--- config.mk ---
export PLATFORM = sky130hd
export DESIGN_NAME = mac_job_arbiter
export DESIGN_NICKNAME = d
export VERILOG_FILES = /design/src/rtl/mac_job_arbiter.sv
export SDC_FILE = /design/constraint.sdc
export NUM_CORES = 1
export LEC_CHECK = 0
export CORE_ASPECT_RATIO = 0.8
export CORE_MARGIN = 2
export CORE_UTILIZATION = 39
export CTS_BUF_LIST = sky130_fd_sc_hd__clkbuf_8
export DETAILED_ROUTE_END_ITERATION = 16
export GPL_ROUTABILITY_DRIVEN = 0
export GPL_TIMING_DRIVEN = 0
export PLACE_DENSITY = 0.77
export SYNTH_ARGS = -nofsm -noshare
export SYNTH_HDL_FRONTEND = slang
export SYNTH_SLANG_ARGS = --single-unit
--- constraint.sdc ---
create_clock -name clk -period 2.05 [get_ports clk]
set_input_delay 0.41 -clock clk [delete_from_list [all_inputs] [get_ports clk]]
set_output_delay 0.41 -clock clk [all_outputs]
set_load 0.005 [all_outputs]
--- src/rtl/mac_job_arbiter.sv ---
`timescale 1ns/1ps
`default_nettype none
// ============================================================================
//  Module   : mac_job_arbiter
//  Purpose  : Round-robin arbiter that hands MAC jobs from two requesters to
//             a single MAC engine. Streams the winner's operand pairs onto
//             the engine, waits for the engine sum and returns it as a result.
//  Ports    : clk, nrst (synchronous, active-low)
//             req{0,1}_*  job request (valid/ready, mode, batch, sx, sy)
//             op{0,1}_*   operand stream (valid/ready, act, wgt)
//             eng_*       engine control, operand pair and sum return
//             res_*       result (valid/ready, sum, requester id, error)
//  Options  : MAC_JOB_ARBITER_WDT_EN adds a 10-bit DRAIN watchdog that
//             aborts the job with res_err=1 after 1023 DRAIN cycles.
//  Revision : 1.0  initial release
// ============================================================================
module mac_job_arbiter (
    input  logic        clk,
    input  logic        nrst,
    input  logic        req0_valid,
    output logic        req0_ready,
    input  logic [3:0]  req0_mode,
    input  logic [7:0]  req0_batch,
    input  logic        req0_sx,
    input  logic        req0_sy,
    input  logic        req1_valid,
    output logic        req1_ready,
    input  logic [3:0]  req1_mode,
    input  logic [7:0]  req1_batch,
    input  logic        req1_sx,
    input  logic        req1_sy,
    input  logic        op0_valid,
    output logic        op0_ready,
    input  logic [7:0]  op0_act,
    input  logic [7:0]  op0_wgt,
    input  logic        op1_valid,
    output logic        op1_ready,
    input  logic [7:0]  op1_act,
    input  logic [7:0]  op1_wgt,
    output logic [7:0]  eng_activations,
    output logic [7:0]  eng_weights,
    output logic [3:0]  eng_mode,
    output logic        eng_sx,
    output logic        eng_sy,
    output logic [7:0]  eng_batch_size,
    output logic        eng_en,
    output logic        eng_ready,
    input  logic        eng_valid,
    input  logic [19:0] eng_sum,
    output logic        res_valid,
    input  logic        res_ready,
    output logic [19:0] res_sum,
    output logic        res_id,
    output logic        res_err
);

    typedef enum logic [1:0] {
        ST_IDLE   = 2'd0,
        ST_STREAM = 2'd1,
        ST_DRAIN  = 2'd2,
        ST_RESP   = 2'd3
    } state_t;

    state_t      r_state;
    logic        r_prio;      // requester that wins a tie
    logic        r_id;        // requester owning the current job
    logic [7:0]  r_cnt;       // STREAM cycles still to go
    logic        r_underrun;  // sticky: a STREAM cycle had no operand
`ifdef MAC_JOB_ARBITER_WDT_EN
    logic [9:0]  r_wdt;
`endif

    logic        w_grant_valid;
    logic        w_grant_id;
    logic [3:0]  w_sel_mode;
    logic [7:0]  w_sel_batch;
    logic        w_sel_sx;
    logic        w_sel_sy;
    logic        w_op_valid;
    logic [7:0]  w_op_act;
    logic [7:0]  w_op_wgt;

    // Grants are only offered while idle with no result outstanding.
    always_comb begin
        w_grant_valid = 1'b0;
        w_grant_id    = 1'b0;
        if (r_state == ST_IDLE && !res_valid) begin
            if (req0_valid && req1_valid) begin
                w_grant_valid = 1'b1;
                w_grant_id    = r_prio;
            end else if (req0_valid) begin
                w_grant_valid = 1'b1;
                w_grant_id    = 1'b0;
            end else if (req1_valid) begin
                w_grant_valid = 1'b1;
                w_grant_id    = 1'b1;
            end
        end
    end

    assign req0_ready  = w_grant_valid && !w_grant_id;
    assign req1_ready  = w_grant_valid &&  w_grant_id;
    assign op0_ready   = (r_state == ST_STREAM) && !r_id;
    assign op1_ready   = (r_state == ST_STREAM) &&  r_id;

    assign w_sel_mode  = w_grant_id ? req1_mode  : req0_mode;
    assign w_sel_batch = w_grant_id ? req1_batch : req0_batch;
    assign w_sel_sx    = w_grant_id ? req1_sx    : req0_sx;
    assign w_sel_sy    = w_grant_id ? req1_sy    : req0_sy;
    assign w_op_valid  = r_id ? op1_valid : op0_valid;
    assign w_op_act    = r_id ? op1_act   : op0_act;
    assign w_op_wgt    = r_id ? op1_wgt   : op0_wgt;

    always_ff @(posedge clk) begin
        if (!nrst) begin
            r_state         <= ST_IDLE;
            r_prio          <= 1'b0;
            r_id            <= 1'b0;
            r_cnt           <= 8'd0;
            r_underrun      <= 1'b0;
            eng_activations <= 8'd0;
            eng_weights     <= 8'd0;
            eng_mode        <= 4'd0;
            eng_sx          <= 1'b0;
            eng_sy          <= 1'b0;
            eng_batch_size  <= 8'd0;
            eng_en          <= 1'b0;
            eng_ready       <= 1'b0;
            res_valid       <= 1'b0;
            res_sum         <= 20'd0;
            res_id          <= 1'b0;
            res_err         <= 1'b0;
`ifdef MAC_JOB_ARBITER_WDT_EN
            r_wdt           <= 10'd0;
`endif
        end else begin
            // The operand pair register only carries data for one cycle
            // after each STREAM cycle; otherwise it rests at zero.
            eng_activations <= 8'd0;
            eng_weights     <= 8'd0;
            case (r_state)
                ST_IDLE: begin
                    if (w_grant_valid) begin
                        r_id           <= w_grant_id;
                        r_prio         <= ~w_grant_id;
                        r_cnt          <= w_sel_batch;
                        eng_mode       <= w_sel_mode;
                        eng_sx         <= w_sel_sx;
                        eng_sy         <= w_sel_sy;
                        eng_batch_size <= w_sel_batch;
                        if (w_sel_batch == 8'd0) begin
                            // Empty job: no engine work, flagged as an error.
                            r_state   <= ST_RESP;
                            res_valid <= 1'b1;
                            res_sum   <= 20'd0;
                            res_err   <= 1'b1;
                            res_id    <= w_grant_id;
                        end else begin
                            r_state <= ST_STREAM;
                            eng_en  <= 1'b1;
                        end
                    end
                end
                ST_STREAM: begin
                    eng_activations <= w_op_valid ? w_op_act : 8'd0;
                    eng_weights     <= w_op_valid ? w_op_wgt : 8'd0;
                    if (!w_op_valid) begin
                        r_underrun <= 1'b1;
                    end
                    r_cnt <= r_cnt - 8'd1;
                    if (r_cnt == 8'd1) begin
                        r_state   <= ST_DRAIN;
                        eng_ready <= 1'b1;
`ifdef MAC_JOB_ARBITER_WDT_EN
                        r_wdt     <= 10'd0;
`endif
                    end
                end
                ST_DRAIN: begin
                    if (eng_valid && eng_ready) begin
                        r_state   <= ST_RESP;
                        res_valid <= 1'b1;
                        res_sum   <= eng_sum;
                        res_id    <= r_id;
                        res_err   <= r_underrun;
                        eng_en    <= 1'b0;
                        eng_ready <= 1'b0;
                    end
`ifdef MAC_JOB_ARBITER_WDT_EN
                    // 1022 marks the 1023rd DRAIN cycle without a sum.
                    else if (r_wdt == 10'd1022) begin
                        r_state   <= ST_RESP;
                        res_valid <= 1'b1;
                        res_sum   <= 20'd0;
                        res_id    <= r_id;
                        res_err   <= 1'b1;
                        eng_en    <= 1'b0;
                        eng_ready <= 1'b0;
                        r_wdt     <= 10'd0;
                    end else begin
                        r_wdt <= r_wdt + 10'd1;
                    end
`endif
                end
                ST_RESP: begin
                    if (res_ready) begin
                        // Job configuration is released together with the result.
                        r_state        <= ST_IDLE;
                        res_valid      <= 1'b0;
                        r_underrun     <= 1'b0;
                        eng_mode       <= 4'd0;
                        eng_sx         <= 1'b0;
                        eng_sy         <= 1'b0;
                        eng_batch_size <= 8'd0;
                    end
                end
                default: r_state <= ST_IDLE;
            endcase
        end
    end

endmodule
`default_nettype wire

# Word-level counts from Yosys, hierarchy flattened
# Index checks and enable logic that the tools add are counted.
[totals]
wordCells = 112
reg_bits = 68
out_inout_bits = 59
input_bits = 88
[op_classes]
n_reduce_logical = 28
bitwise_logic = 1
add_sub_neg = 1
mux = 54
eq_ne = 11
[op_table]
columns = ["op", "count"]
rows = [
  ["two-way mux 20 bit", 3],
  ["two-way mux 8 bit", 5],
  ["case mux 20 bit (2 select lines)", 1],
  ["case mux 8 bit (2 select lines)", 2],
  ["two-way mux 1 bit", 25],
  ["case mux 1 bit (2 select lines)", 7],
  ["two-way mux 4 bit", 3],
  ["AND reduction 3 bit", 4],
  ["AND reduction 4 bit", 3],
  ["two-way mux 2 bit", 5],
  ["inequality test 2 bit (second input constant)", 5],
  ["nonzero test 2 bit", 5],
  ["== test 8 x 1 -> 1 bit (second input constant)", 1],
  ["zero test 8 bit", 1],
  ["case mux 2 bit (4 select lines)", 1],
  ["case mux 4 bit (2 select lines)", 1],
  ["subtractor 8 x 1 -> 8 bit (second input constant)", 1],
  ["logical AND 1 bit", 7],
  ["AND reduction 5 bit", 1],
  ["== test 2 bit (second input constant)", 2],
  ["inequality test 2 x 1 -> 1 bit (second input constant)", 2],
  ["AND reduction 2 bit", 2],
  ["zero test 1 bit", 3],
  ["case mux 1 bit (3 select lines)", 1],
  ["4 further kinds", 4],
]

# Depth between registers and ports, before layout
# Gate-level depths: netlist (run 1).
[depth]
depth_word = 9
ltp_mapped = 9
ltp_nobuf = 8

# Worst setup path after synthesis (run 1)
# OpenSTA, ideal clock, no wires.
[synth_timing]
path_type = "register to register"
startpoint = "register r_state[0]"
endpoint = "register r_cnt[5]"
t_required_ps = 1933
setup_time_ps = 117
path_stages_with_launch = 10
path_buffers = 2
slack_ps = 38
arrival_time_ps = 1894
period_less_slack_ps = 2012
path_cell_list = "dfxtp_1 inv_1 ha_1 nor2b_1 nand3_1 buf_2 buf_2 mux2i_1 o21ai_1 a32o_1"
[synth_via]
elab_chain_cells = 6
word_cells_on_any_way = 11
classes_between = "eq/ne: 2; mux: 5; reduce/logical: 4"
[synth_lines]
columns = ["element", "line", "text"]
rows = [
  ["start, declared", "64", "state_t r_state;"],
  ["start signal, assigned", "116", "r_state <= ST_IDLE;"],
  ["start signal, assigned", "153", "r_state <= ST_RESP;"],
  ["start signal, assigned", "159", "r_state <= ST_STREAM;"],
  ["zero test 2 bit", "87, 141", ""],
  ["logical AND 1 bit", "87", "if (r_state == ST_IDLE && !res_valid) begin"],
  ["two-way mux 1 bit", "87", ""],
  ["two-way mux 8 bit", "107", "assign w_sel_batch = w_grant_id ? req1_batch : req0_batch;"],
  ["two-way mux 8 bit", "143", "if (w_grant_valid) begin"],
  ["case mux 8 bit (2 select lines)", "141", "case (r_state)"],
  ["end signal, assigned", "146", "r_cnt <= w_sel_batch;"],
  ["end signal, assigned", "170", "r_cnt <= r_cnt - 8'd1;"],
  ["end, declared", "67", "logic [7:0] r_cnt;"],
]
# Parallel ways exist; a longest one is shown, timed or not. The select of a mux whose other input is x is not followed.
# A chain may end at the register's enable or synchronous reset.

# Worst setup path after layout (run 1)
[layout_timing]
startpoint = "register r_state[1]"
endpoint = "output port op1_ready"
[layout_via]
elab_chain_cells = 2
[layout_lines]
columns = ["element", "line", "text"]
rows = [
  ["== test 2 x 1 -> 1 bit", "104", "assign op1_ready = (r_state == ST_STREAM) && r_id;"],
  ["logical AND 1 bit", "104", ""],
  ["end, declared", "37", "output logic op1_ready,"],
]
# Every way passes these cells.

==> run_results.csv, run 1 <==
group,metric,value,unit
yosys,synth_compound_area_frac,0.155,
global_routing,grt_pass1_vias,3375,
status,failed_checks,"setup timing",
cts,cts_htree_levels,3,
floorplan,die_x,106,microns
sta,fmax,0.485,GHz
cells_and_area,num-fill-cells,648,
yosys,ys.flop_type,"dfxtp_1",
cts,tritoncts,"yes",
sta,slew_headroom,0.536,
cts,clock_sink_count,68,
sta,hold_ws,463,ps
floorplan,rows,29,
global_routing,grt_max_degree,14,
cts,numCtsBuffers,9,
sta,rsz0062_at_grt,"true",
cells_and_area,drive_above_1_share,0.129,
sta,final.setup_skew,7.15,ps
critical_path,critPathKind,"flip-flop to output port",
detailed_routing,drt-pass1-iter-count,6,
yosys,yosysSeqAreaShare,0.423,
placed_design,dpl_cell_area,0.00482,sq mm
yosys,synth_xor_area_frac,0,
yosys,synth.yosys.warnings,0,
cells_and_area,diodes,0,
sta,tightestPinTransition,696,ps
placed_design,place_hpwl,7640,microns
detailed_routing,routed-via-count,3429,
detailed_routing,drtAntennaViolNets,0,
cells_and_area,regArea,0.00137,sq mm
flow_run,maxCapViolCount,0,
global_routing,grt_usage,0.231,
pwr,peakVddDrop,0.000549,V
yosys,synthCells,363,
floorplan,initial_core_util,0.403,
cts,clock_latency,340,ps
yosys,yosys.area_share.simple,0.186,
floorplan,ios,147,
critical_path,critical_path.endpoint_type,"output port",
cts,cts_root_buffer,"clkbuf_8",
cells_and_area,layout-area-overhead-vs-synth,65.3,%
cells_and_area,mostFrequentLayoutCells,"clkdlybuf4s50_1, dfxtp_1, mux2i_1, nand2_1, nor2_1",
floorplan,core-area,0.00798,sq mm
cells_and_area,fin_area,0.00532,sq mm
detailed_routing,drc,0,
yosys,mappedNetlistArea,0.00322,sq mm
critical_path,start_kind,"flip-flop",
critical_path,required,1640,ps
yosys,synth_edf_count,0,
yosys,synth_top_family_by_area,"simple AND/OR/NAND/NOR gates",
status,run_status,"complete, but fails checks",
cts,cts-hold-fix-buffers,0,
critical_path,critical_path_arrival,1650,ps
detailed_routing,viasPerCell,5.32,
sta,setup_ws,-11.6,ps
hold_path,hp-class,"flip-flop to flip-flop",
yosys,synth.distinct_cells,46,
pwr,power,0.00660,W
global_routing,antenna_found_initial,0,
yosys,synth_seq_cells,68,
global_routing,grt_pass1_wl,16400,microns
yosys,synthMuxAreaShare,0.165,
yosys,synth_fp_nets,458,
yosys,syn_avg_cell_area,8.87,sq um
detailed_routing,wirelength,10400,microns
cells_and_area,nets,626,
detailed_routing,drt_iter0_drc,143,
cts,clk_pin_slew,80,ps
placed_design,port_buffers,146,
detailed_routing,detail_route.wl_per_cell,16.2,microns
sta,hold_violations,0,
sta,period_share,1.01,
yosys,synth-async-reset-ratio,0,
cells_and_area,final_util,0.666,
pwr,p_per_area,1240,mW/mm^2
floorplan,die_area,0.00900,sq mm
yosys,synth_fa_ha_area_frac,0.0272,
cells_and_area,multi_input_area,0.00183,sq mm
sta,fin_crit,2060,ps
global_routing,overflow,0,
cells_and_area,layout_commonest_cell,"clkdlybuf4s50_1",
critical_path,cp_max_fo,10,
sta,finalSetupViolCount,1,
sta,drv_slew,0,
cts,clockBufferDepth,2,
floorplan,die_h,85.3,microns
pwr,p_leak,2.17,nW
-- layout make-up --
| type | count | share of cell area |
|---|---|---|
| well taps | 108 | 0.0254 |
| inverters | 8 | 0.00611 |
| flip-flops and latches | 68 | 0.257 |
| clock inverters | 7 | 0.00964 |
| clock buffers | 9 | 0.0233 |
| plain buffers | 23 | 0.0339 |
| repair buffers | 159 | 0.302 |
| multi-input cells | 262 | 0.343 |
-- flip-flops by register name, summed over array words and instances, names as in the netlist, 2 cells and up --
name	cells
eng_activations	8
r_state	2
res_sum	20
eng_mode	4
eng_batch_size	8
eng_weights	8
r_cnt	8
-- cells in the mapped netlist, drive strengths merged, types with 4 or more instances --
| master | instances | share of area |
|---|---|---|
| a211oi | 4 | 0.011 |
| ha | 7 | 0.027 |
| o21ai | 11 | 0.017 |
| nor2 | 41 | 0.048 |
| o31a | 14 | 0.038 |
| clkbuf | 19 | 0.022 |
| buf | 6 | 0.012 |
| mux2i | 53 | 0.16 |
| o211ai | 4 | 0.011 |
| a21oi | 12 | 0.019 |
| nand3 | 25 | 0.039 |
| dfxtp | 68 | 0.42 |
| nand2 | 50 | 0.061 |
| inv | 8 | 0.0093 |
| a32o | 4 | 0.012 |
-- routing by layer --
metal	share of wire	GRT usage	vias up
li1	-	-	1621
met1	0.41	0.259	1625
met2	0.48	0.398	159
met3	0.080	0.0960	24
met4	0.027	0.0825	0
met5	0	0	-
-- report_power, final --
group / total, W / switching, W / internal (W) / leakage [nW]
registers: 0.00187 / 0.000234 / 0.00163 / 0.555
logic: 0.00375 / 0.00181 / 0.00194 / 1.53
clock network: 0.000981 / 0.000539 / 0.000442 / 0.0856
-- critical path, stage by stage, from the launching register on --
cell	delay [ps]
dfxtp_2	350
inv_2	60
buf_4	150
ha_4	170
buf_8	140
clkbuf_16	160
and2_1	150
buf_2	130
-- logic make-up after synthesis --
group | after synthesis
and+or+nand+nor | 135
DFF | 68
AOI/OAI and AO/OA | 67
buffers and inverters | 33
adders and majority gates | 7
muxes | 53
-- path summary, 6_finish.rpt --
path	startpoint	to	slack (ps)	depth (start not counted)
worst min-delay path	res_sum[13]	res_sum[13]	460	2
worst max register to register	r_state[0]	res_sum[5]	110	7
worst min register to register	res_sum[13]	res_sum[13]	460	2
worst max-delay path	r_state[1]	op1_ready	-10	7
-- per-stage QoR --
step,worst slack (ps),setup TNS [ps],instances
floorplan,38.5,0,363
global placement,-548,-21030,617
detailed placement,-538,-22670,617
CTS,-151,-151,645
global route,-74.4,-77.1,644
finish,-11.6,-11.6,644
-- what timing repair did --
| item | in CTS | in global routing |
|---|---|---|
| endpoints found under the hold margin | 0 | 0 |
| gates resized for setup | 46 | 36 |
| setup endpoints to repair | 48 | 58 |
| setup buffers | 10 | 1 |
| pin swaps | 7 | 4 |
| gates cloned | 2 | 0 |
Power figures use the tool's default switching activity.
==> inputs of run 2 (changes only) <==
==> constraint.sdc (replaced) <==
create_clock -name clk -period 2.05 [get_ports clk]
set_input_delay 0.41 -clock clk [delete_from_list [all_inputs] [get_ports clk]]
set_output_delay 0.41 -clock clk [all_outputs]
set_load 0.05 [all_outputs]
==> run 2 against run 1 <==
Effect of this change: the flow now finishes without violations; critical path depth unchanged; utilization down 0.34 points; global-route usage is 1.4 points lower; clock-buffer cell count stayed put; first-iteration DRC count grew 2.8%; sequential share of layout area grew 0.18 points; via count fell by 2.8%; total power grew 10%; fmax is 1.1% higher.
==> run_results.csv, run 2 (synthesis gave the netlist of run 1 again) <==
group,metric,value,unit
cells_and_area,layout_commonest_cell,"clkdlybuf4s50_1",
sta,final.setup_skew,6.44,ps
sta,fin_crit,2040,ps
placed_design,place_hpwl,7500,microns
sta,hold_ws,466,ps
detailed_routing,drt-pass1-iter-count,4,
floorplan,die_h,85.3,microns
global_routing,grt_usage,0.217,
detailed_routing,wirelength,9950,microns
critical_path,worstReg2RegEnd,"r_cnt[7]",
critical_path,start_kind,"input pin",
cells_and_area,drive_above_1_share,0.120,
floorplan,die_area,0.00900,sq mm
sta,period_share,0.995,
cts,clk_pin_slew,70,ps
cts,tritoncts,"yes",
sta,tightestPinTransition,683,ps
critical_path,cp_max_fo,5,
critical_path,crit_chain,"clkdlybuf4s50_1 -> or4_4 -> a311o_1 -> o211ai_4 -> buf_4 -> a21oi_1 -> a311oi_1",
detailed_routing,viasPerCell,5.18,
floorplan,core-area,0.00798,sq mm
cts,clock_latency,340,ps
critical_path,reg2regPathDepth,9,
global_routing,grt_pass1_vias,3238,
detailed_routing,drc,0,
pwr,p_leak,2.21,nW
hold_path,min_from,"res_sum[15]",
critical_path,critPathKind,"input pin to flip-flop",
cells_and_area,regArea,0.00137,sq mm
critical_path,reg2reg_from,"r_state[0]",
floorplan,rows,29,
cells_and_area,largest_reg_flops,20,
critical_path,critical_path.top_delay_family,"compound AO/OA/AOI/OAI gates",
cts,cts-hold-fix-buffers,0,
global_routing,grt_pass1_wl,15500,microns
pwr,peakVddDrop,0.000724,V
cts,cts_htree_levels,3,
hold_path,whs_path_depth,2,
critical_path,required,2290,ps
cells_and_area,top_register,"res_sum",
cells_and_area,multi_input_area,0.00180,sq mm
global_routing,antenna_found_initial,0,
cells_and_area,mostFrequentLayoutCells,"clkdlybuf4s50_1, dfxtp_1, mux2i_1, nand2_1, nor2_1",
cells_and_area,fin_cells,643,
floorplan,ios,147,
detailed_routing,detail_route.wl_per_cell,15.5,microns
pwr,power,0.00725,W
cts,numCtsBuffers,9,
sta,drv_slew,0,
cells_and_area,diodes,0,
cells_and_area,layout-area-overhead-vs-synth,64.4,%
critical_path,critical_path.endpoint_type,"flip-flop",
global_routing,grt_max_degree,12,
detailed_routing,routed-via-count,3332,
detailed_routing,drt_iter0_drc,147,
status,run_status,"complete, no violations",
floorplan,die_x,106,microns
cts,clock_sink_count,68,
placed_design,preCtsSetupSlack,-831,ps
sta,slew_headroom,0.545,
global_routing,overflow,0,
detailed_routing,drtAntennaViolNets,0,
cts,cts_root_buffer,"clkbuf_8",
critical_path,crit_path_top_delay_cell,"clkdlybuf4s50_1",
critical_path,path_buf_inv,2,
pwr,p_per_area,1370,mW/mm^2
sta,fmax,0.490,GHz
cells_and_area,num-fill-cells,660,
floorplan,initial_core_util,0.403,
sta,hold_violations,0,
hold_path,hp-class,"flip-flop to flip-flop",
cts,clockBufferDepth,2,
cells_and_area,nets,625,
sta,finalSetupViolCount,0,
placed_design,dpl_cell_area,0.00482,sq mm
flow_run,maxCapViolCount,0,
placed_design,dp.cells,617,
critical_path,reg2reg_slack,90,ps
sta,setup_ws,10.1,ps
critical_path,critical_path_arrival,2280,ps
critical_path,crit_path_max_incr_delay,430,ps
cells_and_area,fin_area,0.00529,sq mm
placed_design,port_buffers,146,
hold_path,holdPathEnd,"res_sum[15]",
[run 2: repair_timing]
item	4_1_cts	5_1_grt
pin swaps	4	5
setup endpoints to repair	48	51
cloned	0	2
setup buffers	3	8
resized for setup	47	33
[run 2: per-layer routing]
| layer | GRT usage | share of wire | wire length [microns] |
|---|---|---|---|
| met3 | 0.0883 | 0.091 | 908 |
| met4 | 0.0610 | 0.019 | 188 |
| met1 | 0.259 | 0.42 | 4140 |
| met5 | 0 | 0 | 0 |
| met2 | 0.364 | 0.47 | 4720 |
[run 2: worst max-delay path by stage]
stage,start,end,depth (start not counted)
final,req0_batch[3],res_valid,7
after global routing,r_state[0],req1_ready,7
after CTS,req0_batch[5],res_sum[9],7
after detailed placement,r_state[1],op1_ready,6
after global placement,r_state[1],op1_ready,6
after floorplan,r_state[0],r_cnt[5],9
[run 2: cell type report]
cell class                      count  area share
Timing Repair Buffer              159       0.307
Multi-Input combinational cell    262       0.340
Tap cell                          108      0.0255
Inverter                            8     0.00662
Sequential cell                    68       0.259
Buffer                             22      0.0274
Clock inverter                      7      0.0113
Clock buffer                        9      0.0234
[run 2: worst min-delay path, delay by kind of cell (launching register included)]
kind / cells / cell delay, ps
flip-flops: 1 / 310
multiplexers: 1 / 60
AND/OR/NAND/NOR: 1 / 50
[run 2: per-stage QoR]
stage / TNS, ps / util
after floorplan: 0 / -
after global placement: -21960 / 0.604
after detailed placement: -22920 / 0.604
after CTS: -385 / 0.640
after global routing: -20.2 / 0.663
final: 0 / 0.663
[run 2: where the power goes]
| group | switching, W | internal, W | leakage, nW |
|---|---|---|---|
| clock | 0.000507 | 0.000546 | 0.101 |
| combinational | 0.00247 | 0.00186 | 1.55 |
| sequential | 0.000241 | 0.00164 | 0.556 |
==> inputs of run 3 (changes only) <==
--- a/config.mk
+++ b/config.mk
@@ -13,6 +13,7 @@
 export GPL_ROUTABILITY_DRIVEN = 0
 export GPL_TIMING_DRIVEN = 0
 export PLACE_DENSITY = 0.77
+export REMOVE_ABC_BUFFERS = 1
 export SYNTH_ARGS = -nofsm -noshare
 export SYNTH_HDL_FRONTEND = slang
 export SYNTH_SLANG_ARGS = --single-unit
==> run 3 against run 2 <==
Effect of this change: utilization down 0.42 points; final cell count is 3.0% lower; routed wire length shrank 2.2%; global-route usage shrank 0.36 points; hold slack worse by 3.8 ps; clock power up 11%; clock-buffer cell count unchanged; register-to-register slack better by 20 ps; design area down 0.64%; flip-flop and latch count is the same; critical path type unchanged; highest routed layer unchanged.
==> run_results.csv, run 3 (synthesis gave the netlist of run 1 again) <==
group,metric,value,unit
cells_and_area,multi_input_area,0.00191,sq mm
sta,slew_headroom,0.636,
critical_path,crit_path_max_incr_delay,430,ps
cts,clock_sink_count,68,
cells_and_area,top_register,"res_sum",
placed_design,dpl_cell_area,0.00471,sq mm
floorplan,die_x,106,microns
cells_and_area,drive_above_1_share,0.126,
cts,cts_htree_levels,3,
critical_path,reg2reg_slack,110,ps
detailed_routing,routed-via-count,3216,
cells_and_area,fin_area,0.00526,sq mm
placed_design,place_hpwl,6520,microns
global_routing,grt_usage,0.214,
pwr,p_per_area,1410,mW/mm^2
critical_path,critical_path_arrival,2270,ps
floorplan,rows,29,
cts,tritoncts,"yes",
cts,numCtsBuffers,9,
floorplan,core-area,0.00798,sq mm
cells_and_area,largest_reg_flops,20,
critical_path,path_buf_inv,2,
global_routing,overflow,0,
sta,fin_crit,2020,ps
hold_path,hp-class,"flip-flop to flip-flop",
sta,tightestPinTransition,547,ps
cells_and_area,num-fill-cells,679,
sta,drv_slew,0,
floorplan,die_h,85.3,microns
sta,fmax,0.495,GHz
flow_run,maxCapViolCount,0,
critical_path,crit_path_top_delay_cell,"clkdlybuf4s50_1",
floorplan,initial_core_util,0.403,
placed_design,port_buffers,146,
detailed_routing,viasPerCell,5.15,
global_routing,grt_pass1_wl,15300,microns
cts,cts_root_buffer,"clkbuf_8",
cells_and_area,regArea,0.00137,sq mm
global_routing,antenna_found_initial,0,
cts,clockBufferDepth,2,
cells_and_area,nets,606,
status,run_status,"complete, no violations",
detailed_routing,drt_iter0_drc,103,
critical_path,crit_chain,"clkdlybuf4s50_1 -> or4_4 -> a311o_1 -> o211ai_4 -> buf_6 -> a21oi_1 -> a311oi_1",
critical_path,critical_path.top_delay_family,"compound AO/OA/AOI/OAI gates",
critical_path,critPathKind,"input pin to flip-flop",
detailed_routing,drc,0,
global_routing,grt_pass1_vias,3104,
detailed_routing,drt-pass1-iter-count,4,
critical_path,critical_path.endpoint_type,"flip-flop",
floorplan,die_area,0.00900,sq mm
detailed_routing,detail_route.wl_per_cell,15.6,microns
floorplan,ios,147,
cells_and_area,layout_commonest_cell,"clkdlybuf4s50_1",
sta,setup_tns,0,ps
pwr,peakVddDrop,0.000756,V
cells_and_area,layout-area-overhead-vs-synth,63.4,%
pwr,power,0.00741,W
critical_path,cp_max_fo,5,
pwr,p_leak,2.12,nW
detailed_routing,wirelength,9740,microns
critical_path,required,2300,ps
sta,final.setup_skew,7.16,ps
cells_and_area,diodes,0,
sta,hold_ws,462,ps
cts,cts-hold-fix-buffers,0,
detailed_routing,drtAntennaViolNets,0,
global_routing,grt_max_degree,52,
cts,clk_pin_slew,70,ps
cts,clock_latency,340,ps
sta,finalSetupViolCount,0,
cells_and_area,mostFrequentLayoutCells,"clkdlybuf4s50_1, dfxtp_1, nand2_1, mux2i_1, nor2_1",
sta,hold_violations,0,
critical_path,start_kind,"input pin",
sta,period_share,0.986,
[run 3: cell types whose count changed in the layout (fill, tap and decap cells not counted), sizes merged, moves of 3 or more]
| cell | previous run | this run |
|---|---|---|
| clkbuf | 27 | 9 |
| dlygate4sd2 | 0 | 4 |
| dlymetal6s2s | 9 | 5 |
| buf | 20 | 17 |
| nand2 | 50 | 53 |
[run 3: area by class of cell]
type,instances,area share
sequential,68,0.261
clock buffer,9,0.0236
multi-input combinational,265,0.364
tap,108,0.0257
timing repair buffer,159,0.303
inverter,8,0.00714
clock inverter,7,0.0162
[run 3: routing by layer]
metal  part of all wire  track usage  up-vias
met5                  0            0        -
li1                   -            -     1587
met3              0.080       0.0645       18
met2               0.47        0.354      120
met4              0.023       0.0885        0
met1               0.42        0.260     1491
[run 3: where the power goes]
part	switching (W)	internal (W)
Clock	0.000501	0.000672
Combinational	0.00253	0.00178
Sequential	0.000278	0.00164
[run 3: worst reg2reg max path, cell delays in order (launching register included)]
cell and delay (ps):
dfxtp_4 380, inv_4 90, ha_4 180, nor2b_4 180
nand3_4 100, buf_6 150, buf_12 160, mux2i_2 170
a22o_1 240, a211oi_1 210
[run 3: per-stage QoR]
stage / setup slack, ps / util / instances
finish: 28.5 / 0.659 / 624
floorplan: -456 / - / 338
global placement: -1540 / 0.589 / 592
global route: -10.5 / 0.659 / 624
detailed placement: -1240 / 0.591 / 594
CTS: -7.36 / 0.645 / 618
[run 3: timing repair]
action,CTS,global route
gates resized for setup,62,18
setup endpoints to repair,69,41
gates cloned,2,1
pin swaps,6,7
setup buffers,6,5
[run 3: final timing paths]
check                              endpoint  cells past startpoint           from
worst max-delay path                 res_id                      7  req0_batch[4]
worst min-delay path            res_sum[10]                      2    res_sum[10]
worst max register to register     r_cnt[6]                      9     r_state[0]
worst min register to register  res_sum[10]                      2    res_sum[10]
